$ cat config.mk
export PLATFORM = sky130hd
export DESIGN_NAME = lsu_simd_remote_sequencer
export DESIGN_NICKNAME = d
export VERILOG_FILES = /design/src/rtl/bsg_vanilla_pkg.sv /design/src/rtl/bsg_counter_up_down.sv /design/src/rtl/bsg_priority_encode.sv /design/src/rtl/lsu_simd_remote_sequencer.sv
export SDC_FILE = /design/constraint.sdc
export NUM_CORES = 1
export LEC_CHECK = 0
export BUFFER_PORTS_ARGS = -buffer_cell sky130_fd_sc_hd__buf_2
export CAP_MARGIN = 5
export CORE_MARGIN = 1
export CORE_UTILIZATION = 45
export DETAILED_ROUTE_END_ITERATION = 8
export HOLD_SLACK_MARGIN = 0.02
export PLACE_DENSITY = 0.73
export SYNTH_ARGS = -nofsm -noshare
export SYNTH_HDL_FRONTEND = slang
export SYNTH_SLANG_ARGS = --single-unit
$ cat constraint.sdc
create_clock -name clk_i -period 6.3 [get_ports clk_i]
set_input_delay 0.63 -clock clk_i [delete_from_list [all_inputs] [get_ports clk_i]]
set_output_delay 0.63 -clock clk_i [all_outputs]
set_load 0.01 [all_outputs]
$ cat src/rtl/bsg_vanilla_pkg.sv
// Shared vanilla-core types: SIMD remote store request, sequencer states, credit default.
// Latency: n/a (types and constants only).
// Backpressure: n/a.
//
// Contents:
//   bsg_vanilla_max_out_credits_gp : default endpoint outstanding-request limit
//   simd_remote_store_s            : one 4-word SIMD store (addr, data[4], mask[4]) at default widths
//   lsu_simd_seq_state_e           : sequencer FSM states
package bsg_vanilla_pkg;

  localparam int bsg_vanilla_max_out_credits_gp = 16;
  localparam int simd_words_gp                  = 4;
  localparam int simd_data_width_gp             = 32;
  localparam int simd_addr_width_gp             = 32;
  localparam int simd_mask_width_gp             = simd_data_width_gp >> 3;

  typedef struct packed {
    logic [simd_addr_width_gp-1:0]                     addr;
    logic [simd_words_gp-1:0][simd_data_width_gp-1:0]  data;
    logic [simd_words_gp-1:0][simd_mask_width_gp-1:0]  mask;
  } simd_remote_store_s;

  typedef enum logic [1:0] {
    e_seq_idle = 2'd0,
    e_seq_send = 2'd1,
    e_seq_done = 2'd2
  } lsu_simd_seq_state_e;

endpackage

$ cat src/rtl/bsg_counter_up_down.sv
// Saturating up/down counter used for outstanding-request credits.
// Latency: count visible one cycle after up/down.
// Backpressure: none; up and down in the same cycle cancel.
//
// Ports:
//   clk_i, reset_i (sync, active-low) : clock and reset (reset loads init_val_p)
//   up_i / down_i                      : increment / decrement request
//   count_o                            : registered count
module bsg_counter_up_down #(
  parameter  int max_val_p  = 16,
  parameter  int init_val_p = 16,
  localparam int ptr_width_lp = $clog2(max_val_p + 1)
) (
  input  logic                    clk_i,
  input  logic                    reset_i,
  input  logic                    up_i,
  input  logic                    down_i,
  output logic [ptr_width_lp-1:0] count_o
);

  localparam logic [ptr_width_lp-1:0] max_lp = ptr_width_lp'(max_val_p);

  logic [ptr_width_lp-1:0] count_q, count_d;

  always_comb begin
    count_d = count_q;
    if (up_i && !down_i) begin
      // A return at max is a protocol error; hold the count rather than wrap.
      count_d = (count_q == max_lp) ? count_q : count_q + 1'b1;
    end else if (down_i && !up_i) begin
      count_d = count_q - 1'b1;
    end
  end

  always_ff @(posedge clk_i) begin
    if (!reset_i) begin
      count_q <= ptr_width_lp'(init_val_p);
    end else begin
      count_q <= count_d;
      assert (!(up_i && !down_i && count_q == max_lp))
        else $error("bsg_counter_up_down: increment at max value");
      assert (!(down_i && !up_i && count_q == '0))
        else $error("bsg_counter_up_down: decrement at zero");
    end
  end

  assign count_o = count_q;

endmodule

$ cat src/rtl/bsg_priority_encode.sv
// Lowest-set-bit priority encoder.
// Latency: combinational.
// Backpressure: none.
//
// Ports:
//   i_i    : request vector
//   addr_o : index of the lowest set bit (0 when none set)
//   v_o    : any bit set
module bsg_priority_encode #(
  parameter  int width_p = 4,
  localparam int lg_width_lp = (width_p > 1) ? $clog2(width_p) : 1
) (
  input  logic [width_p-1:0]     i_i,
  output logic [lg_width_lp-1:0] addr_o,
  output logic                   v_o
);

  // Scan from the top down so the lowest set bit is the last assignment.
  always_comb begin
    addr_o = '0;
    for (int k = width_p - 1; k >= 0; k--) begin
      if (i_i[k]) addr_o = lg_width_lp'(k);
    end
  end

  assign v_o = |i_i;

endmodule

$ cat src/rtl/lsu_simd_remote_sequencer.sv
// Splits one 4-word SIMD store into single-word remote store packets, skipping zero-mask words.
// Latency: accept at N, first packet offered at N+1, done_o one cycle after the last send.
// Backpressure: holds the packet on !remote_ready_i; withholds remote_v_o at zero credits; ready_o=0 while busy.
//
// Ports:
//   clk_i, reset_i (sync, active-low)          : clock / reset
//   v_i, ready_o, addr_i, data_i, mask_i       : SIMD store request from the LSU
//   remote_v_o/_addr_o/_data_o/_mask_o, remote_ready_i : single-word packet to network TX
//   credit_return_i, credits_o                 : endpoint credit return / available credits
//   busy_o, done_o                             : request in progress / completion pulse
module lsu_simd_remote_sequencer
  import bsg_vanilla_pkg::*;
#(
  parameter  int data_width_p       = 32,
  parameter  int addr_width_p       = 32,
  parameter  int max_out_credits_p  = bsg_vanilla_max_out_credits_gp,
  localparam int data_mask_width_lp = data_width_p >> 3,
  localparam int credit_width_lp    = $clog2(max_out_credits_p + 1)
) (
  input  logic                                clk_i,
  input  logic                                reset_i,
  input  logic                                v_i,
  output logic                                ready_o,
  input  logic [addr_width_p-1:0]             addr_i,
  input  logic [3:0][data_width_p-1:0]        data_i,
  input  logic [3:0][data_mask_width_lp-1:0]  mask_i,
  output logic                                remote_v_o,
  output logic [addr_width_p-1:0]             remote_addr_o,
  output logic [data_width_p-1:0]             remote_data_o,
  output logic [data_mask_width_lp-1:0]       remote_mask_o,
  input  logic                                remote_ready_i,
  input  logic                                credit_return_i,
  output logic [credit_width_lp-1:0]          credits_o,
  output logic                                busy_o,
  output logic                                done_o
);

  lsu_simd_seq_state_e                state_q;
  logic [3:0]                         pending_q, pending_d;
  logic [addr_width_p-1:0]            base_q;
  logic [3:0][data_width_p-1:0]       data_q;
  logic [3:0][data_mask_width_lp-1:0] mask_q;
  logic [3:0]                         req_pending;
  logic [1:0]                         idx;
  logic                               pend_v;
  logic [credit_width_lp-1:0]         credits;
  logic                               accept, send;

  bsg_priority_encode #(.width_p(4)) pe (
    .i_i   (pending_q),
    .addr_o(idx),
    .v_o   (pend_v)
  );

  bsg_counter_up_down #(
    .max_val_p (max_out_credits_p),
    .init_val_p(max_out_credits_p)
  ) credit_ctr (
    .clk_i  (clk_i),
    .reset_i(reset_i),
    .up_i   (credit_return_i),
    .down_i (send),
    .count_o(credits)
  );

  always_comb begin
    for (int k = 0; k < 4; k++) req_pending[k] = |mask_i[k];
  end

  // Valid comes only from registered state and count, never from remote_ready_i.
  assign remote_v_o    = (state_q == e_seq_send) && pend_v && (credits != '0);
  assign send          = remote_v_o && remote_ready_i;
  assign accept        = v_i && ready_o;
  assign pending_d     = pending_q & ~(4'b0001 << idx);
  assign remote_addr_o = base_q + addr_width_p'({idx, 2'b00});
  assign remote_data_o = data_q[idx];
  assign remote_mask_o = mask_q[idx];

  assign ready_o   = (state_q == e_seq_idle);
  assign busy_o    = (state_q != e_seq_idle);
  assign done_o    = (state_q == e_seq_done);
  assign credits_o = credits;

  always_ff @(posedge clk_i) begin
    if (!reset_i) begin
      state_q   <= e_seq_idle;
      pending_q <= '0;
    end else begin
      unique case (state_q)
        e_seq_idle: if (accept) begin
          pending_q <= req_pending;
          state_q   <= (|req_pending) ? e_seq_send : e_seq_done;
        end
        e_seq_send: if (send) begin
          pending_q <= pending_d;
          if (pending_d == '0) state_q <= e_seq_done;
        end
        e_seq_done: state_q <= e_seq_idle;
        default:    state_q <= e_seq_idle;
      endcase
    end
  end

  // Request payload needs no reset: it is only observed while pending bits are set.
  always_ff @(posedge clk_i) begin
    if (accept) begin
      base_q <= addr_i & ~addr_width_p'(3);
      data_q <= data_i;
      mask_q <= mask_i;
    end
  end

endmodule

**After elaboration in Yosys (flattened, before gate mapping)**

Index checks and enable logic that the tools add are counted.

- Register bits after elaboration: 185
- Input port bits: 181
- Output and inout port bits: 77

- $add $sub $neg: 3
- Magnitude comparators: 1
- Equal/unequal tests: 7
- Shift operators: 1
- Multiplexer cells: 19
- Bitwise operators: 2
- Reductions and logical operators: 23

Operator list:

| operator | count |
|---|---|
| 32-bit binary-select mux with 2-bit select | 1 |
| 32-bit by 4-bit adder with 32-bit output | 1 |
| 32-bit 2-to-1 mux | 1 |
| 4-bit OR reduction | 5 |
| 2-bit 2-to-1 mux | 8 |
| 16-bit OR reduction | 1 |
| 5-bit 2-to-1 mux | 3 |
| 4-bit 2-to-1 mux | 3 |
| 4-bit binary-select mux with 2-bit select | 1 |
| 4-bit one-hot mux with 2 select lines | 1 |
| 1-bit logical AND | 6 |
| 2-bit by 1-bit != test with 1-bit output, second input constant | 3 |
| 3-bit AND reduction | 2 |
| 2-bit nonzero test | 3 |
| 5-bit by 1-bit adder with 5-bit output, second input constant | 1 |
| 5-bit equality test, second input constant | 1 |
| 5-bit nonzero test | 1 |
| 5-bit by 1-bit subtractor with 5-bit output, second input constant | 1 |
| 4-bit AND | 1 |
| 4-bit zero test | 1 |
| 4-bit NOT | 1 |
| 2-bit one-hot mux with 2 select lines | 1 |
| 1-bit by 2-bit << shifter with 4-bit output, first input constant | 1 |
| 2-bit by 3-bit less-than comparator with 1-bit output, second input constant | 1 |
| 6 further kinds | 7 |

**Longest topological paths before layout**

- Depth in word-level cells: 11
- Mapped depth: 12
- Gate-level depth less buffers: 9

**By module**

A second synthesis with hierarchy kept.

- Cell total of the unflattened synthesis: 411
- Area, all modules: 7547.2 µm²

By module, submodules not included:

| module | times used | cells each | area an instance (µm²) |
|---|---|---|---|
| lsu_simd_remote_sequencer | 1 | 364 | 7150.6 |
| bsg_counter_up_down | 1 | 40 | 361.6 |
| bsg_priority_encode | 1 | 7 | 35.0 |

**Worst setup path after synthesis**

No wires, ideal clock.

- Kind: in2reg
- From: in v_i
- To: reg base_q[10], enable pin
- Library setup time: 0.525 ns
- Arrival: 4.609 ns
- Data required time: 5.775 ns
- Path slack: 1.165 ns
- Stages on the path: 3
- Buffers on the path: 1
- Cell sequence: or3b_2 clkbuf_1 inv_1

- Word-level cells in the longest chain between the ends: 1

RTL lines:

| item | line | RTL |
|---|---|---|
| start: declaration | lsu_simd_remote_sequencer.sv:22 | `input logic v_i,` |
| 1-bit logical AND | lsu_simd_remote_sequencer.sv:73 | `assign accept = v_i && ready_o;` |
| named net accept | lsu_simd_remote_sequencer.sv:47 | `logic accept, send;` |
| end signal: assignment | lsu_simd_remote_sequencer.sv:107 | `base_q <= addr_i & ~addr_width_p'(3);` |
| end: declaration | lsu_simd_remote_sequencer.sv:40 | `logic [addr_width_p-1:0] base_q;` |

The timed path passes the listed nets, and every way through them passes these cells.
A chain may end at the register's enable or synchronous reset.

**Worst setup path after layout**

- From: reg pending_q[1]
- To: out remote_addr_o[28]

- Word-level cells in the longest chain between the ends: 3

RTL lines:

| item | line | RTL |
|---|---|---|
| start: declaration | lsu_simd_remote_sequencer.sv:39 | `logic [3:0] pending_q, pending_d;` |
| start signal: assignment | lsu_simd_remote_sequencer.sv:91 | `pending_q <= req_pending;` |
| start signal: assignment | lsu_simd_remote_sequencer.sv:95 | `pending_q <= pending_d;` |
| 2-bit 2-to-1 mux (2 in series) | bsg_priority_encode.sv:22 | `if (i_i[k]) addr_o = lg_width_lp'(k);` |
| 32-bit by 4-bit adder with 32-bit output | lsu_simd_remote_sequencer.sv:75 | `assign remote_addr_o = base_q + addr_width_p'({idx, 2'b00});` |
| end: declaration | lsu_simd_remote_sequencer.sv:28 | `output logic [addr_width_p-1:0] remote_addr_o,` |

Every way passes these cells.

==> impl_metrics.py <==
metrics = {
    "routing": {
        "vias": 5109,
        "finalWirelength_um": 17300,
        "first_pass_iters": 4,
        "wire_per_inst_um": 17.9,
        "dr.first_iter.drc_count": 305,
        "ant_nets": 0,
        "drcViolationCount": 0,
        "via_per_inst": 5.28,
    },
    "clock_tree": {
        "cts.sinks": 185,
        "clk_latency_ns": 0.42,
        "clockBufferDepth": 2,
        "cts-root-buf": "clkbuf_16",
        "cts_tree": "yes",
        "cts_made_buffers": 17,
        "postCtsHoldBufs": 0,
        "ctsResizeCount": 0,
        "clk_pin_slew_ns": 0.07,
        "cts_setup_buffers": 0,
        "htreeDepth": 4,
    },
    "placement": {
        "globalplace.congestion": 0.908,
        "hpwl_um": 12000,
        "io_buffers": 253,
    },
    "logic_synthesis": {
        "synthCells": 479,
        "synth-edff-count": 174,
        "synth.ff_latch_count": 185,
        "synthFlopType": "edfxtp_1",
        "yosysMostFrequentCell": "edfxtp_1",
        "synth_commonest_cells": "edfxtp_1, mux2i_1, a22oi_1, o21ai_0, xnor2_1",
        "syn_avg_cell_area_um2": 15.9,
        "synth.largest_area_cell": "edfxtp_1",
        "synth_warnings": 0,
        "yosys-top-cells-area": "edfxtp_1, mux2i_1, a22oi_1",
        "yosysSeqAreaShare_pct": 71.4,
        "ys_types": 56,
        "synth_top_area_share_pct": 68.5,
        "async_flop_share_pct": 0,
        "netlist_area_um2": 7620,
    },
    "floorplan": {
        "dieHeight_um": 132,
        "start_util_pct": 46.0,
        "num_rows": 47,
        "die_area_um2": 17500,
        "io-pin-count": 258,
        "chipWidth_um": 132,
        "core-area_um2": 16600,
    },
    "layout": {
        "area_delta_synth_final_pct": 27.8,
        "utilization_pct": 58.8,
        "diodes": 0,
        "layout-drive-gt1-share_pct": 41.2,
        "layout.nets": 924,
    },
    "critical_path": {
        "start_kind": "flop",
        "startpoint": "pending_q[1]",
        "critPathMaxFanout": 9,
        "r2r_setup_slack_ns": 3.30,
        "r2r-end": "credit_ctr.count_o[4]",
        "critical_path_class": "flop to output port",
        "cp-endpoint": "remote_addr_o[28]",
        "rr_worst_depth": 8,
        "worstPathRequired_ns": 5.67,
        "end_kind": "output port",
        "crit_arrival_ns": 2.94,
        "r2r_start": "credit_ctr.count_o[3]",
    },
    "outcome": {
        "status": "finished, final reports clean",
    },
    "pwr": {
        "p_leak_uw": 0.00396,
        "powerDensity_nw_per_um2": 353,
        "ir_drop_uv": 244,
    },
    "sta": {
        "fin_crit_sh_pct": 56.7,
        "report.final.slew_viol_count": 0,
        "max_freq_ghz": 0.280,
        "setup_violations": 0,
        "tns_ns": 0,
        "tightestPinTransition_ns": 1.28,
        "rsz0062_at_grt": "false",
        "hold_viol": 0,
        "slew_headroom_pct": 14.2,
        "fin_crit_ns": 3.57,
        "skew_ns": 0.00998,
    },
    "global_routing": {
        "overflow": 0,
        "grt_pass1_wl_um": 26600,
        "grt_pass1_vias": 5210,
        "grt_max_degree": 121,
        "antenna_found_initial": 0,
        "grtUsageTotal_pct": 20.0,
    },
    "run": {
        "drv_cap": 0,
    },
    "min_path": {
        "min_path_type": "primary input to flop",
    },
}
[through the flow]
step | hold WS (ns) | worst slack (ns) | power (µW) | std cells | instance area, µm²
2_1_floorplan | 0.488 | 1.17 | 2050 | 480 | 7630
3_3_place_gp | 0.499 | 3.14 | 2300 | 936 | 9110
3_5_place_dp | 0.550 | 3.03 | 2330 | 936 | 9110
4_1_cts | 0.352 | 2.71 | 3470 | 968 | 9740
5_1_grt | 0.354 | 2.49 | 3580 | 968 | 9740
6_report | 0.373 | 2.73 | 3440 | 968 | 9740
[routing by layer]
metal / part of all wire, % / vias up / GRT usage (%)
met4: 1.4 / 0 / 7.24
li1: - / 2402 / -
met1: 41 / 2458 / 23.3
met3: 6.6 / 20 / 5.54
met2: 51 / 229 / 35.4
met5: 0 / - / 0
[critical path, stage by stage (launching register included)]
cell and delay, ns:
dfxtp_1 0.67, o21bai_4 0.13, inv_1 0.08, ha_1 0.18, fa_1 0.22, nand3_1 0.27, nor4_4 0.45, nand4_1 0.18
xnor2_1 0.18, buf_2 0.15
[logic make-up (layout without fill, tap and decap cells)]
group                      after synthesis  after routing  share of synthesized area (%)
AOI/OAI and AO/OA                       95             95                           8.53
xor gates and xnor gates                29             29                           3.33
other                                    1              2                         0.0492
muxes                                   41             41                           5.45
adders and majority gates                9              9                           1.64
buffers and inverters                   31            299                           2.12
DFF                                    185            185                           71.4
and+or+nand+nor                         88             88                           7.45
[flip-flops by register name, indices dropped and copies added, names as in the netlist]
signal	flops
credit_ctr.count_o	5
pending_q	4
data_q	128
base_q	30
mask_q	16
state_q	2
[cell usage in the layout, fill, tap and decap left out, types with 10 or more instances in the layout]
cell and instances:
clkbuf_16 17, buf_2 253, xnor2_1 23, nand3_1 12, nand2_1 17, a22oi_1 37, o21ai_0 37, mux2i_1 40
dfxtp_1 11, edfxtp_1 174, nand4_1 10
[worst min path at each step]
stage	from	end	slack (ns)	depth (start not counted)
after floorplan	pending_q[3]	pending_q[3]	0.49	2
final	data_i[76]	data_q[76]	0.37	1
after detailed placement	credit_ctr.count_o[2]	credit_ctr.count_o[2]	0.55	2
after CTS	data_i[61]	data_q[61]	0.35	1
after global placement	credit_ctr.count_o[3]	credit_ctr.count_o[3]	0.50	2
after global routing	data_i[25]	data_q[25]	0.35	1
[report_power, final]
group          switching [µW]  internal [µW]  leakage [µW]
Sequential               78.4           1500       0.00175
Clock                     466            674      0.000307
Combinational             411            310       0.00190
[area by class of cell]
cell class                      count  area, µm²
Multi-Input combinational cell    264       2040
Fill cell                        1338       6840
Clock buffer                       17        425
Timing Repair Buffer              258       1300
Inverter                            9       38.8
Sequential cell                   185       5450
Clock inverter                     15        210
Tap cell                          220        275
No activity file was read; power rests on OpenSTA's default activity.
